<file path="config.mk">
export PLATFORM = sky130hd
export DESIGN_NAME = hex_display_scheduler_flat
export DESIGN_NICKNAME = d
export VERILOG_FILES = /design/src/rtl/hex_display_if.sv /design/src/rtl/hex_display_scheduler.sv /design/src/flat_wrapper.sv
export SDC_FILE = /design/constraint.sdc
export NUM_CORES = 1
export LEC_CHECK = 0
export ABC_AREA = 1
export BUFFER_PORTS_ARGS = -buffer_cell sky130_fd_sc_hd__buf_4
export CAP_MARGIN = 20
export CORE_MARGIN = 8
export CORE_UTILIZATION = 60
export CTS_BUF_LIST = sky130_fd_sc_hd__clkbuf_2 sky130_fd_sc_hd__clkbuf_4 sky130_fd_sc_hd__clkbuf_8
export CTS_CLUSTER_SIZE = 20
export DETAILED_ROUTE_END_ITERATION = 10
export PLACE_DENSITY = 0.82
export SLEW_MARGIN = 10
export SYNTH_ARGS = -nofsm -noshare
export SYNTH_HDL_FRONTEND = slang
export SYNTH_SLANG_ARGS = --single-unit
</file>
<file path="constraint.sdc">
create_clock -name clk -period 2.4 [get_ports clk]
set_input_delay 0.36 -clock clk [delete_from_list [all_inputs] [get_ports clk]]
set_output_delay 0.36 -clock clk [all_outputs]
set_load 0.02 [all_outputs]
</file>
<file path="src/rtl/hex_display_if.sv">
// Display-scheduler bundle: game FSM requests and data in, seven-segment digit codes out.
// Master is the game side. Slave is the scheduler.
interface hex_display_if;
    logic        new_game;
    logic [11:0] guess;
    logic        fb_req;
    logic [2:0]  fb_black;
    logic [2:0]  fb_white;
    logic        reveal_req;
    logic [11:0] secret;
    logic [2:0]  d0;
    logic [2:0]  d1;
    logic [2:0]  d2;
    logic [2:0]  d3;
    logic [1:0]  mode;
    logic        busy;

    modport master (
        output new_game, guess, fb_req, fb_black, fb_white, reveal_req, secret,
        input  d0, d1, d2, d3, mode, busy
    );

    modport slave (
        input  new_game, guess, fb_req, fb_black, fb_white, reveal_req, secret,
        output d0, d1, d2, d3, mode, busy
    );
endinterface

</file>
<file path="src/rtl/hex_display_scheduler.sv">
// Chooses the digits shown: live guess, timed peg feedback, or blinking secret reveal.
// Latency: one cycle from a sampled request or guess to registered digits, mode and busy.
// Backpressure: none. fb_req is dropped while revealing; new_game and reveal_req always win.
module hex_display_scheduler #(
    parameter int HOLD_CYCLES  = 100_000_000,
    parameter int BLINK_CYCLES = 12_500_000,
    parameter int BLINK_COUNT  = 4,
    parameter int CNT_W        = 27
) (
    input logic         clk,
    input logic         rst_n,
    hex_display_if.slave bus
);
    typedef enum logic [1:0] {
        GUESS      = 2'b00,
        FEEDBACK   = 2'b01,
        REVEAL_ON  = 2'b10,
        REVEAL_OFF = 2'b11
    } mode_t;

    localparam int BW = $clog2(BLINK_COUNT + 1);
    localparam logic [CNT_W-1:0] HOLD_LAST  = CNT_W'(HOLD_CYCLES - 1);
    localparam logic [CNT_W-1:0] BLINK_LAST = CNT_W'(BLINK_CYCLES - 1);
    localparam logic [BW-1:0]    BLINK_MAX  = BW'(BLINK_COUNT);
    localparam logic [11:0]      DASHES     = 12'o7777;

    mode_t             state;
    logic [CNT_W-1:0]  timer;
    logic [BW-1:0]     blinks;
    logic [2:0]        black_q;
    logic [2:0]        white_q;
    logic [11:0]       secret_q;
    logic [11:0]       disp;
    logic              busy_q;
    logic              fb_ok;

    assign fb_ok = (state == GUESS) || (state == FEEDBACK);

    always_ff @(posedge clk or negedge rst_n) begin
        if (!rst_n) begin
            state    <= GUESS;
            timer    <= '0;
            blinks   <= '0;
            black_q  <= '0;
            white_q  <= '0;
            secret_q <= '0;
            disp     <= DASHES;
            busy_q   <= 1'b0;
        end else if (bus.new_game) begin
            state  <= GUESS;
            timer  <= '0;
            blinks <= '0;
            disp   <= bus.guess;
            busy_q <= 1'b0;
        end else if (bus.reveal_req) begin
            state    <= REVEAL_ON;
            timer    <= '0;
            blinks   <= BW'(1);
            secret_q <= bus.secret;
            disp     <= bus.secret;
            busy_q   <= 1'b1;
        end else if (bus.fb_req && fb_ok) begin
            state   <= FEEDBACK;
            timer   <= '0;
            black_q <= bus.fb_black;
            white_q <= bus.fb_white;
            disp    <= {bus.fb_black, 3'd7, 3'd7, bus.fb_white};
            busy_q  <= 1'b1;
        end else begin
            // The timer is cleared on every transition, so it never needs to wrap.
            unique case (state)
                GUESS: begin
                    disp <= bus.guess;
                end
                FEEDBACK: begin
                    if (timer == HOLD_LAST) begin
                        state  <= GUESS;
                        timer  <= '0;
                        disp   <= bus.guess;
                        busy_q <= 1'b0;
                    end else begin
                        timer <= timer + 1'b1;
                        disp  <= {black_q, 3'd7, 3'd7, white_q};
                    end
                end
                REVEAL_ON: begin
                    if (timer != BLINK_LAST) begin
                        timer <= timer + 1'b1;
                    end else if (blinks == BLINK_MAX) begin
                        state  <= GUESS;
                        timer  <= '0;
                        blinks <= '0;
                        disp   <= bus.guess;
                        busy_q <= 1'b0;
                    end else begin
                        state <= REVEAL_OFF;
                        timer <= '0;
                        disp  <= DASHES;
                    end
                end
                REVEAL_OFF: begin
                    if (timer == BLINK_LAST) begin
                        state  <= REVEAL_ON;
                        timer  <= '0;
                        blinks <= (blinks == BLINK_MAX) ? blinks : blinks + BW'(1);
                        disp   <= secret_q;
                    end else begin
                        timer <= timer + 1'b1;
                    end
                end
                default: state <= GUESS;
            endcase
        end
    end

    assign bus.d0   = disp[2:0];
    assign bus.d1   = disp[5:3];
    assign bus.d2   = disp[8:6];
    assign bus.d3   = disp[11:9];
    assign bus.mode = state;
    assign bus.busy = busy_q;
endmodule

</file>
<file path="src/flat_wrapper.sv">
// flat-port wrapper written by rule: the top's interface ports become plain ports
module hex_display_scheduler_flat 
#(
    parameter int HOLD_CYCLES  = 100_000_000,
    parameter int BLINK_CYCLES = 12_500_000,
    parameter int BLINK_COUNT  = 4,
    parameter int CNT_W        = 27
)
  (clk, rst_n, bus_new_game, bus_guess, bus_fb_req, bus_fb_black, bus_fb_white, bus_reveal_req, bus_secret, bus_d0, bus_d1, bus_d2, bus_d3, bus_mode, bus_busy);
  hex_display_if bus_i ();
  input logic clk;
  input logic rst_n;
  input wire logic [$bits(bus_i.new_game)-1:0] bus_new_game;
  input wire logic [$bits(bus_i.guess)-1:0] bus_guess;
  input wire logic [$bits(bus_i.fb_req)-1:0] bus_fb_req;
  input wire logic [$bits(bus_i.fb_black)-1:0] bus_fb_black;
  input wire logic [$bits(bus_i.fb_white)-1:0] bus_fb_white;
  input wire logic [$bits(bus_i.reveal_req)-1:0] bus_reveal_req;
  input wire logic [$bits(bus_i.secret)-1:0] bus_secret;
  output wire logic [$bits(bus_i.d0)-1:0] bus_d0;
  output wire logic [$bits(bus_i.d1)-1:0] bus_d1;
  output wire logic [$bits(bus_i.d2)-1:0] bus_d2;
  output wire logic [$bits(bus_i.d3)-1:0] bus_d3;
  output wire logic [$bits(bus_i.mode)-1:0] bus_mode;
  output wire logic [$bits(bus_i.busy)-1:0] bus_busy;
  assign bus_i.new_game = bus_new_game;
  assign bus_i.guess = bus_guess;
  assign bus_i.fb_req = bus_fb_req;
  assign bus_i.fb_black = bus_fb_black;
  assign bus_i.fb_white = bus_fb_white;
  assign bus_i.reveal_req = bus_reveal_req;
  assign bus_i.secret = bus_secret;
  assign bus_d0 = bus_i.d0;
  assign bus_d1 = bus_i.d1;
  assign bus_d2 = bus_i.d2;
  assign bus_d3 = bus_i.d3;
  assign bus_mode = bus_i.mode;
  assign bus_busy = bus_i.busy;
  hex_display_scheduler #(.HOLD_CYCLES(HOLD_CYCLES), .BLINK_CYCLES(BLINK_CYCLES), .BLINK_COUNT(BLINK_COUNT), .CNT_W(CNT_W)) u_core (.clk(clk), .rst_n(rst_n), .bus(bus_i));
endmodule
</file>
Word level (Yosys, flattened, before mapping)
Cells that the tools add are included.
Cells by class
  add/subtract/negate cells: 2
  multiply operators: 0
  div/mod/pow operators: 0
  order comparisons: 0
  equality and inequality tests: 16
  shift operators: 0
  multiplexer cells: 38
  bitwise operators: 2
  reduce and logical (&&, ||, !) cells: 12
Operators by type and width (number)
  two-way mux 27 bit: 6
  two-way mux 12 bit: 7
  one-hot mux 27 bit (3 select lines): 1
  one-hot mux 12 bit (4 select lines): 1
  adder 27 x 1 -> 27 bit (second input constant): 1
  equality test 27 x 24 -> 1 bit (second input constant): 1
  equality test 27 bit (second input constant): 1
  inequality test 27 x 24 -> 1 bit (second input constant): 1
  two-way mux 3 bit: 7
  two-way mux 2 bit: 7
  inequality test 5 x 3 -> 1 bit (second input constant): 2
  inequality test 4 x 3 -> 1 bit (second input constant): 2
  inequality test 4 bit (second input constant): 2
  AND reduction 4 bit: 2
  two-way mux 1 bit: 6
  one-hot mux 2 bit (3 select lines): 1
  one-hot mux 3 bit (2 select lines): 1
  AND reduction 6 bit: 1
  nonzero test 6 bit: 1
  inequality test 5 x 4 -> 1 bit (second input constant): 1
  inequality test 5 bit (second input constant): 1
  nonzero test 5 bit: 1
  equality test 2 bit (second input constant): 2
  AND reduction 2 bit: 2
  other kinds (11): 12
Word-level totals
  register bits after elaboration: 63
  bits in latches: 0
  bits in writable memories: 0
  memory bits (read-only): 0
  input port bits: 35
  output and inout port bits: 15
  word-level logic and storage cells: 78
  memories kept: 0

Longest topological paths before layout
Gate-level depths: netlist (run 1).
  word-level depth: 7
  mapped depth: 12
  mapped depth without buffers: 12

Worst setup path after synthesis (run 1)
Ideal clock, no wire load.
  path type: register to register
  start point: register u_core.timer[0]
  end point: register u_core.state[0] (netlist: u_core.bus.mode[0])
  setup time: 119 ps
  arrival: 1542 ps
  data required time: 2281 ps
  setup slack: 739 ps
  stages on the path, launching flop included: 12
  path buffers: 1
  period minus slack after synthesis: 1661 ps
  cells stage by stage: dfrtp_1 -> ha_1 -> inv_1 -> nor2_4 -> nand2_4 -> nor2_8 -> nand2_4 -> a21oi_2 -> nand2_2 -> inv_2 -> buf_6 -> o21ai_2
On the way
  word-level cells in the longest chain between the ends: 3
  elaborated cells on any way between the ends: 7
  classes of those cells: eq/ne (6); reduce/logical (1)
RTL lines
  start, declared: RTL line hex_display_scheduler.sv:28  | logic [CNT_W-1:0] timer;
  start signal, assigned: RTL line hex_display_scheduler.sv:82  | timer <= timer + 1'b1;
  start signal, assigned: RTL line hex_display_scheduler.sv:88  | timer <= timer + 1'b1;
  start signal, assigned: RTL line hex_display_scheduler.sv:108  | timer <= timer + 1'b1;
  equality test 27 x 24 -> 1 bit, or another cell as far along: RTL line hex_display_scheduler.sv:102  | if (timer == BLINK_LAST) begin
  inequality test 5 x 3 -> 1 bit (no line), or another cell as far along
  AND reduction 4 bit (no line) (*)
  end signal, assigned: RTL line hex_display_scheduler.sv:96  | state <= REVEAL_OFF;
  end signal, assigned: RTL line hex_display_scheduler.sv:103  | state <= REVEAL_ON;
  end signal, assigned: RTL line hex_display_scheduler.sv:111  | default: state <= GUESS;
  end, declared: RTL line hex_display_scheduler.sv:27  | mode_t state;
Every way passes the cells marked *; elsewhere a longest branch is shown, timed or not.
A chain may end at the register's enable or synchronous reset.

Final worst setup path (run 1)
  start point: register u_core.state[1] (netlist: u_core.bus.mode[1])
  end point: register u_core.disp[6]
On the way
  word-level cells in the longest chain between the ends: 6
  elaborated cells on any way between the ends: 13
  classes of those cells: eq/ne (5); mux (4); reduce/logical (4)
RTL lines
  start signal, assigned: RTL line hex_display_scheduler.sv:41  | state <= GUESS;
  start signal, assigned: RTL line hex_display_scheduler.sv:50  | state <= GUESS;
  start signal, assigned: RTL line hex_display_scheduler.sv:56  | state <= REVEAL_ON;
  parallel branches: the longest is 6 deep, another holds one-hot mux 12 bit (4 select lines)
  end signal, assigned: RTL line hex_display_scheduler.sv:53  | disp <= bus.guess;
  end signal, assigned: RTL line hex_display_scheduler.sv:60  | disp <= bus.secret;
  end signal, assigned: RTL line hex_display_scheduler.sv:67  | disp <= {bus.fb_black, 3'd7, 3'd7, bus.fb_white};
  end, declared: RTL line hex_display_scheduler.sv:33  | logic [11:0] disp;
Parallel ways; which one is timed is not known.

==> flow_summary.yaml, run 1 <==
finish:
  syn_to_final_growth_pct: 15.2
  diodes: 0
  drive_above_1_share_pct: 18.4
  nFillCells: 541
  layout.nets: 642
  finalInstanceArea_um2: 4570
  final_cells: 686
floorplan:
  io_pins: 50
  coreArea_um2: 6390
  rows: 29
  initial_core_util_pct: 62.1
  dieArea_um2: 9470
  die_y_um: 97.3
  fp.dieW_um: 97.3
worst_setup_path:
  path_delay_family: "simple AND/OR/NAND/NOR gates"
  crit_chain: "inv_2 > nor2_2 > nand2_2 > nand2_1 > nor2_1 > inv_1 > a21oi_1 > nand2_1 > nand2_1 > nand2_1"
  cp_max_fo: 8
  cp.required_ns: 2.70
  start_kind: "register"
  endpoint_kind: "register"
  cp.arrival_ns: 2.39
  critical_path_buf_inv_count: 2
  crit_top_cell: "nand2_1"
  worstSetupPathType: "register to register"
  slowest_stage: "dfrtp_1"
  slowest_delay_ns: 0.56
synth:
  netlist_instances: 553
  yosysMostFrequentCell: "nand2_1"
  async_flop_share_pct: 100
  synth_top_area_share_pct: 32.2
  yosysWarnings: 0
  synth_edf_count: 0
  yosysTopAreaCell: "dfrtp_1"
  synth_area_leaders: "dfrtp_1 (32%), nand2_1 (13%), nor2_1 (8.1%)"
  synth_common_cells: "nand2_1 (134), nor2_1 (86), inv_1 (60)"
  synth_cell_types: 36
  avgSynthCellArea_um2: 7.17
  netlist_area_um2: 3970
  synthFlopType: "dfrtp_1"
  seq_area_frac_synth_pct: 40.1
  ys_ff_latch: 63
  syn-num-nets: 591
timing:
  fin_setup_tns_ns: 0
  setup_viol: 0
  fin_crit_sh_pct: 87.3
  max-slew-margin-rel_pct: 46.7
  fin_crit_ns: 2.09
  rsz0062_at_grt: "false"
  slew_violations: 0
  report.final.hold_viol_count: 0
  fmax_mhz: 477
  skew_ns: 0.00745
  worstMarginPinSlew_ns: 0.800
status:
  status: "finished, final reports clean"
grt:
  grt_pass1_wl_um: 18600
  grt_max_degree: 64
  first_global_vias: 4036
  grt_overflow: 0
  antenna_found_initial: 0
  track_usage_pct: 23.8
route:
  drcViolationCount: 0
  drtAntennaViolNets: 0
  wl_per_cell_um: 16.3
  routed_wirelength_um: 11200
  vias: 3992
  drt_iter0_drc: 211
  viasPerCell: 5.82
  firstDrtPassIters: 5
clock_network:
  cts_resized: 0
  cts-htree-levels: 3
  cts.sinks: 63
  holdBufCountCts: 0
  clkTransAtPathRegs_ns: 0.07
  cts_buffers: 9
  clockRootBuffer: "clkbuf_8"
  clock_path_buffers: 2
  cts_tree: "built"
  clk_latency_ns: 0.36
  post-cts-setup-buffer-count: 0
pwr:
  p_per_area_nw_per_um2: 612
  p_leak_uw: 0.00219
  vdd_drop_max_v: 0.000524
min_path:
  hp-class: "input port to asynchronous set/reset pin"
flow_run:
  maxCapViolCount: 0
placed_design:
  port_buffers: 49
  place_area_um2: 4390
  place_inst: 670
  place.gp.congestion: 0.984
  dp_hpwl_um: 8270
## layout by cell type, fill, tap and decap left out, types with 6 or more instances in the layout
cell type  count
a21oi_1       26
a221oi_1       6
buf_4         54
clkbuf_8      10
dfrtp_1       51
dfstp_2       12
inv_1         60
nand2_1      134
nand2_2        6
nand3_1       40
nand3b_1       7
nand4_1       15
nor2_1        86
nor3_1        11
o21ai_0       28
xor2_1        15
## power breakdown
part           switching [uW]  internal, uW  total (uW)
registers                70.0          1200        1270
logic                     439           236         675
clock network             442           412         854
## stage by stage
step	utilization, %	setup slack, ns	hold WS (ns)	power [uW]
after detailed placement	68.8	0.368	0.460	1950
after CTS	71.6	0.352	0.116	2800
after global placement	68.8	0.421	0.454	1930
after floorplan	-	0.739	0.0644	1690
final	71.6	0.305	0.0766	2800
after global routing	71.6	0.172	0.157	2930
## final cells by class
cell class                 instances  area [um2]  area share (%)
clock buffer                      11         145            3.18
clock inverter                     5        33.8           0.739
inverter                          65         244            5.34
multi-input combinational        411        2050            44.9
sequential                        63        1590            34.8
tap                               77        96.3            2.11
timing repair buffer              54         405            8.87
## routing by layer
metal | up-vias | share of wire, % | GRT usage (%)
li1 | 1885 | - | -
met1 | 1888 | 39 | 27.1
met2 | 176 | 50 | 40.2
met3 | 43 | 7.2 | 5.41
met4 | 0 | 4.0 | 13.4
met5 | - | 0 | 0
## cells by family (layout without fill, tap and decap cells)
logic type                 after synthesis  count (layout)  synth area share (%)
xor gates and xnor gates                18              18                  3.97
buffers and inverters                   79             135                  8.10
adders and majority gates                3               3                 0.946
DFF                                     63              63                  40.1
and+or+nand+nor                        317             317                  36.4
AOI/OAI and AO/OA                       73              73                  10.4
## worst reg2reg max path: cells and delay by family (launching register included)
kind                   cells  cell delay, ns
AND/OR/NAND/NOR            7            1.18
flip-flops                 1            0.56
buffers and inverters      2            0.25
AO/OA/AOI/OAI              1            0.04
## flip-flops by register name (all words and copies together) (netlist names)
signal	count
u_core.disp	12
u_core.timer	27
u_core.bus.mode	2
u_core.secret_q	12
u_core.blinks	3
u_core.bus.busy	1
u_core.white_q	3
u_core.black_q	3
## path summary, 6_finish.rpt
| path | startpoint | to | slack (ns) | cells after the start |
|---|---|---|---|---|
| setup / recovery | u_core.bus.mode[1]$_DFFE_PN0P_ | u_core.disp[6]$_DFFE_PN1P_ | 0.31 | 10 |
| hold / removal | rst_n | u_core.timer[16]$_DFFE_PN0N_ | 0.08 | 1 |
| setup reg to reg | u_core.bus.mode[1]$_DFFE_PN0P_ | u_core.disp[6]$_DFFE_PN1P_ | 0.31 | 10 |
| hold reg to reg | u_core.disp[5]$_DFFE_PN1P_ | u_core.disp[5]$_DFFE_PN1P_ | 0.47 | 2 |
| max in group asynchronous | rst_n | u_core.timer[24]$_DFFE_PN0N_ | 1.78 | 1 |
| min in group clk | bus_secret[10] | u_core.secret_q[10]$_DFFE_PN0P_ | 0.23 | 3 |
Power figures use the tool's default switching activity.
==> run 2: changes to the inputs <==
BUFFER_PORTS_ARGS = not set   (was -buffer_cell sky130_fd_sc_hd__buf_4)
CORE_UTILIZATION = 46   (was 60)
CTS_CLUSTER_SIZE = 12   (was 20)
DONT_BUFFER_PORTS = 1   (was not set)
PLACE_DENSITY = not set   (was 0.82)
==> flow_summary.yaml, run 2 (synthesis gave the netlist of run 1 again) <==
status:
  status: "finished, final reports clean"
finish:
  finalInstanceArea_um2: 4300
  final_core_util_pct: 50.3
  layout.nets: 595
  drive_above_1_share_pct: 11.6
  layout_common_cells: "nand2_1 (134), nor2_1 (86), inv_1 (60), dfrtp_1 (50), nand3_1 (40)"
  largestRegisters: "u_core.timer x27, u_core.disp x12, u_core.secret_q x12"
  syn_to_final_growth_pct: 8.36
  diodes: 0
  top_register: "u_core.timer"
  final_cells: 670
  largest_reg_flops: 27
  final_common_cell: "nand2_1"
  nFillCells: 833
route:
  drt_iter0_drc: 196
  wl_per_cell_um: 16.3
  firstDrtPassIters: 5
  drcViolationCount: 0
  viasPerCell: 5.39
  routed_wirelength_um: 10900
  vias: 3612
  drtAntennaViolNets: 0
clock_network:
  cts.sinks: 63
  post-cts-setup-buffer-count: 0
  clkTransAtPathRegs_ns: 0.08
  clock_path_buffers: 2
  cts_buffers: 9
  cts-htree-levels: 3
  clockRootBuffer: "clkbuf_8"
  cts_tree: "built"
  clk_latency_ns: 0.35
worst_setup_path:
  r2r_slack_ns: 0.38
  start_kind: "register"
  crit_top_cell: "nand2_1"
  critical_path_buf_inv_count: 2
  reg2reg_depth: 10
  cp_num_cells: 10
  worstSetupPathType: "register to register"
  path_delay_family: "simple AND/OR/NAND/NOR gates"
  rr_startpoint: "u_core.bus.mode[1]$_DFFE_PN0P_"
  timing.rr.end: "u_core.disp[6]$_DFFE_PN1P_"
  endpoint: "u_core.disp[6]$_DFFE_PN1P_"
  endpoint_kind: "register"
  cp.required_ns: 2.70
  slowest_delay_ns: 0.53
  critPathLaunch: "u_core.bus.mode[1]$_DFFE_PN0P_"
  crit_chain: "inv_2 > nor2_2 > nand2_2 > nand2_1 > nor2_1 > inv_1 > a21oi_1 > nand2_1 > nand2_1 > nand2_1"
  cp_max_fo: 8
  cp.arrival_ns: 2.31
  slowest_stage: "dfrtp_2"
timing:
  skew_ns: 0.0113
  fin_setup_tns_ns: 0
  fin_crit_sh_pct: 84.0
  fin_crit_ns: 2.02
  max-slew-margin-rel_pct: 65.4
  setup_viol: 0
  slew_violations: 0
  worstMarginPinSlew_ns: 0.519
  fmax_mhz: 496
  report.final.hold_viol_count: 0
  rsz0062_at_grt: "false"
grt:
  grt_overflow: 0
  antenna_found_initial: 0
  track_usage_pct: 19.8
  grt_pass1_wl_um: 18300
  grt_max_degree: 64
  first_global_vias: 3710
flow_run:
  maxCapViolCount: 0
pwr:
  pwr-share-comb_pct: 17.8
  p_int_uw: 1860
  switching_share_pct: 33.3
  vdd_drop_max_v: 0.000440
  power_frac_clock_pct: 34.2
  power.net_switching_uw: 926
  seqPwrFrac_pct: 48.0
  p_leak_uw: 0.00198
  p_per_area_nw_per_um2: 647
floorplan:
  dieArea_um2: 11900
  die_y_um: 109
  coreArea_um2: 8550
  io_pins: 50
  rows: 34
  initial_core_util_pct: 46.4
  fp.dieW_um: 109
placed_design:
  port_buffers: 0
  place.gp.congestion: 0.915
  place_inst: 652
  dp_hpwl_um: 8090
  place_area_um2: 4060
min_path:
  hp-class: "input port to register"
-- run 2: cell types whose count changed in the layout (fill, tap and decap cells not counted) --
cell / before / now
dfrtp_2: 0 / 1
clkbuf_4: 1 / 0
dfrtp_1: 51 / 50
clkinv_2: 2 / 3
bufinv_16: 0 / 1
clkinv_4: 1 / 0
dlygate4sd3_1: 0 / 1
buf_4: 54 / 5
buf_16: 0 / 1
-- run 2: through the flow --
step	hold WS, ns	total power [uW]	setup WS [ns]
after floorplan	0.0644	1690	0.739
after global placement	0.0677	1820	0.236
after detailed placement	0.0672	1830	0.244
after CTS	0.137	2820	0.214
after global routing	0.142	2930	0.199
final	0.149	2780	0.385
-- run 2: timing repair --
action,CTS,global route
hold buffers,2,0
setup endpoints to repair,0,1
hold endpoints to repair,63,0
gates resized for setup,0,1
-- run 2: worst min path at each step --
stage                              start                               to  slack, ns  depth (start not counted)
after floorplan                    rst_n    u_core.black_q[0]$_DFFE_PN0P_       0.06                          0
after global placement             rst_n     u_core.timer[13]$_DFFE_PN0N_       0.07                          0
after detailed placement           rst_n     u_core.timer[15]$_DFFE_PN0N_       0.07                          0
after CTS                 bus_secret[10]  u_core.secret_q[10]$_DFFE_PN0P_       0.14                          2
after global routing      bus_secret[10]  u_core.secret_q[10]$_DFFE_PN0P_       0.14                          2
final                      bus_secret[2]   u_core.secret_q[2]$_DFFE_PN0P_       0.15                          2
-- run 2: power groups by stage --
stage | Combinational (uW) | Sequential (uW) | Clock, uW
after global routing | 570 | 1350 | 1010
final | 496 | 1330 | 951
after CTS | 502 | 1340 | 980
after global placement | 467 | 1350 | 0
after detailed placement | 471 | 1360 | 0
after floorplan | 365 | 1330 | 0
-- run 2: final cells by class --
type                            count  area (um2)  area share [%]
Multi-Input combinational cell    411        2050            47.8
Sequential cell                    63        1590            37.0
Inverter                           65         244            5.68
Clock buffer                       10         138            3.20
Tap cell                          108         135            3.14
Timing Repair Buffer                7        75.1            1.75
Clock inverter                      6        60.1            1.40
-- run 2: metal layers --
metal  share of wire (%)  vias to the layer above  track usage, %
met1                  43                     1702            23.2
met3                 6.2                       16            5.44
met2                  49                       96            34.1
met5                   0                        -               0
li1                    -                     1798               -
met4                 1.6                        0            6.45
-- run 2: worst register-to-register path, delay by kind of cell, from the launching register on --
family	cells	cell delay, ns
compound gates	1	0.04
simple gates	7	1.15
flops	1	0.53
buf+inv	2	0.23
==> run 3: changes to the inputs <==
ABC_AREA = 0   (was 1)
clock period = 2 ns   (was 2.4 ns; I/O delays follow)
==> flow_summary.yaml, run 3 <==
synth:
  netlist_instances: 448
  synth_area_leaders: "dfrtp_1 (33%), nand2_1 (8.5%), dfstp_2 (8.0%)"
  yosysMostFrequentCell: "nand2_1"
  synthFlopType: "dfrtp_1"
  synth_top_area_share_pct: 32.6
  ys_ff_latch: 63
  synthSimpleGateAreaFrac_pct: 24.6
  syn-num-nets: 486
  synth_xor_area_share_pct: 2.68
  synth_compound_area_share_pct: 23.5
  seq_area_frac_synth_pct: 40.6
  avgSynthCellArea_um2: 8.75
  synth-adder-area-share_pct: 0.958
  synth_edf_count: 0
  synth.area.mux_share_pct: 3.00
  yosysTopAreaCell: "dfrtp_1"
  synth_cell_types: 67
  netlist_area_um2: 3920
  yosysWarnings: 0
  synth_top_family_by_area: "simple AND/OR/NAND/NOR gates"
  async_flop_share_pct: 100
  synth_common_cells: "nand2_1 (89), dfrtp_1 (51), nor2_1 (32)"
clock_network:
  clkTransAtPathRegs_ns: 0.07
  cts-htree-levels: 3
  clockRootBuffer: "clkbuf_8"
  clk_latency_ns: 0.35
  cts.sinks: 63
  clock_path_buffers: 2
  cts_buffers: 9
  cts_tree: "built"
grt:
  grt_pass1_wl_um: 19200
  first_global_vias: 3678
  grt_overflow: 0
  antenna_found_initial: 0
  grt_max_degree: 64
  track_usage_pct: 20.7
finish:
  top_register: "u_core.timer"
  syn_to_final_growth_pct: 28.7
  final_common_cell: "nand2_1"
  layout.nets: 555
  diodes: 0
  largest_reg_flops: 27
  nFillCells: 716
  largestRegisters: "u_core.timer x27, u_core.disp x12, u_core.secret_q x12"
  drive_above_1_share_pct: 32.6
  layout_common_cells: "nand2_1 (89), buf_4 (77), dfrtp_1 (51), nor2_1 (30), a21oi_1 (18)"
min_path:
  hp-class: "input port to register"
route:
  drcViolationCount: 0
  wl_per_cell_um: 19.3
  vias: 3782
  drt_iter0_drc: 235
  drtAntennaViolNets: 0
  routed_wirelength_um: 12100
  firstDrtPassIters: 5
  viasPerCell: 6.03
timing:
  worstMarginPinSlew_ns: 0.647
  rsz0062_at_grt: "true"
  slew_violations: 0
  fin_crit_ns: 2.17
  max-slew-margin-rel_pct: 56.7
  hold_ws_ns: 0.0356
  fin_ws_ns: -0.171
  setup_viol: 42
  fin_crit_sh_pct: 109
  report.final.hold_viol_count: 0
  skew_ns: 0.00794
  fmax_mhz: 461
placed_design:
  port_buffers: 0
  dp_hpwl_um: 8160
  place.gp.congestion: 0.808
  pre_cts_slack_ns: -0.181
worst_setup_path:
  start_kind: "register"
  worstSetupPathType: "register to register"
  cp.required_ns: 2.21
  endpoint_kind: "register"
  cp.arrival_ns: 2.38
  cp_max_fo: 10
status:
  status: "finished, violations left"
  violations: "setup timing"
flow_run:
  maxCapViolCount: 0
pwr:
  p_leak_uw: 0.00222
  report.power.total_uw: 3420
  vdd_drop_max_v: 0.000361
  p_per_area_nw_per_um2: 678
floorplan:
  io_pins: 50
  rows: 33
  die_y_um: 108
  initial_core_util_pct: 47.5
  dieArea_um2: 11700
  coreArea_um2: 8260
  fp.dieW_um: 108
## run 3: cell types whose count changed after synthesis, sizes merged, moves of 7 or more
cell / previous run / this run
a21boi: 1 / 8
a22oi: 0 / 10
and3: 0 / 11
clkbuf: 3 / 18
inv: 65 / 5
nand2: 144 / 89
nand3: 41 / 11
nand4: 15 / 5
nor2: 96 / 32
o21ai: 31 / 23
o2bb2ai: 0 / 7
xor2: 15 / 5
## run 3: what timing repair did
action / CTS / global route
gates cloned: 0 / 0
buffers inserted: 0 / 9
pin swaps: 3 / 24
endpoints found under the setup margin: 45 / 45
hold endpoints to repair: 64 / 0
hold buffers: 3 / 0
resized for setup: 10 / 43
## run 3: cell type report
cell class / count / area [um2] / area share, %
multi-input combinational: 348 / 2310 / 45.7
timing repair buffer: 89 / 736 / 14.6
sequential: 63 / 1590 / 31.5
inverter: 6 / 22.5 / 0.446
tap: 105 / 131 / 2.60
clock inverter: 3 / 90.1 / 1.79
clock buffer: 13 / 166 / 3.30
## run 3: layer usage
layer	GRT usage [%]	vias to the layer above	share of wire, %
li1	-	1778	-
met1	27.7	1870	44
met2	31.3	113	48
met3	5.12	21	6.9
met4	8.31	0	1.8
met5	0	-	0
## run 3: per-stage QoR
| stage | utilization, % | area, um2 | std cells | TNS, ns |
|---|---|---|---|---|
| finish | 61.1 | 5040 | 627 | -4.01 |
| global route | 61.1 | 5040 | 627 | -8.52 |
| CTS | 58.6 | 4840 | 619 | -2.77 |
| detailed placement | 54.4 | 4490 | 600 | -3.49 |
| global placement | 54.4 | 4490 | 600 | -0.823 |
| floorplan | - | 3930 | 448 | -0.108 |
## run 3: logic make-up after synthesis
logic type | after synthesis
AOI/OAI and AO/OA | 126
xor gates and xnor gates | 12
adders and majority gates | 3
buffers and inverters | 37
DFF | 63
muxes | 11
and+or+nand+nor | 196
## run 3: report_power, final
group          switching, uW  leakage, uW  total [uW]  internal (uW)
clock network            514     0.000131        1440            926
registers                105     0.000801        1510           1410
logic                    248      0.00129         468            220
## run 3: critical path: stages, from the launching register on
cell and delay [ns]:
dfrtp_1 0.39, nor4bb_2 0.31, buf_4 0.15, nand4_1 0.18
buf_4 0.21, o311ai_4 0.32, and2_4 0.22, buf_6 0.16
a22oi_1 0.10
## run 3: final timing paths
kind / slack [ns] / start / depth (start not counted) / to
max: -0.17 / u_core.timer[14]$_DFFE_PN0N_ / 8 / u_core.timer[21]$_DFFE_PN0N_
min: 0.04 / bus_new_game / 1 / u_core.bus.busy$_DFFE_PN0P_
max reg2reg: -0.17 / u_core.timer[14]$_DFFE_PN0N_ / 8 / u_core.timer[21]$_DFFE_PN0N_
min reg2reg: 0.48 / u_core.secret_q[4]$_DFFE_PN0P_ / 2 / u_core.secret_q[4]$_DFFE_PN0P_
max in group asynchronous: 1.17 / rst_n / 2 / u_core.disp[1]$_DFFE_PN1P_
min in group asynchronous: 0.48 / rst_n / 2 / u_core.secret_q[3]$_DFFE_PN0P_
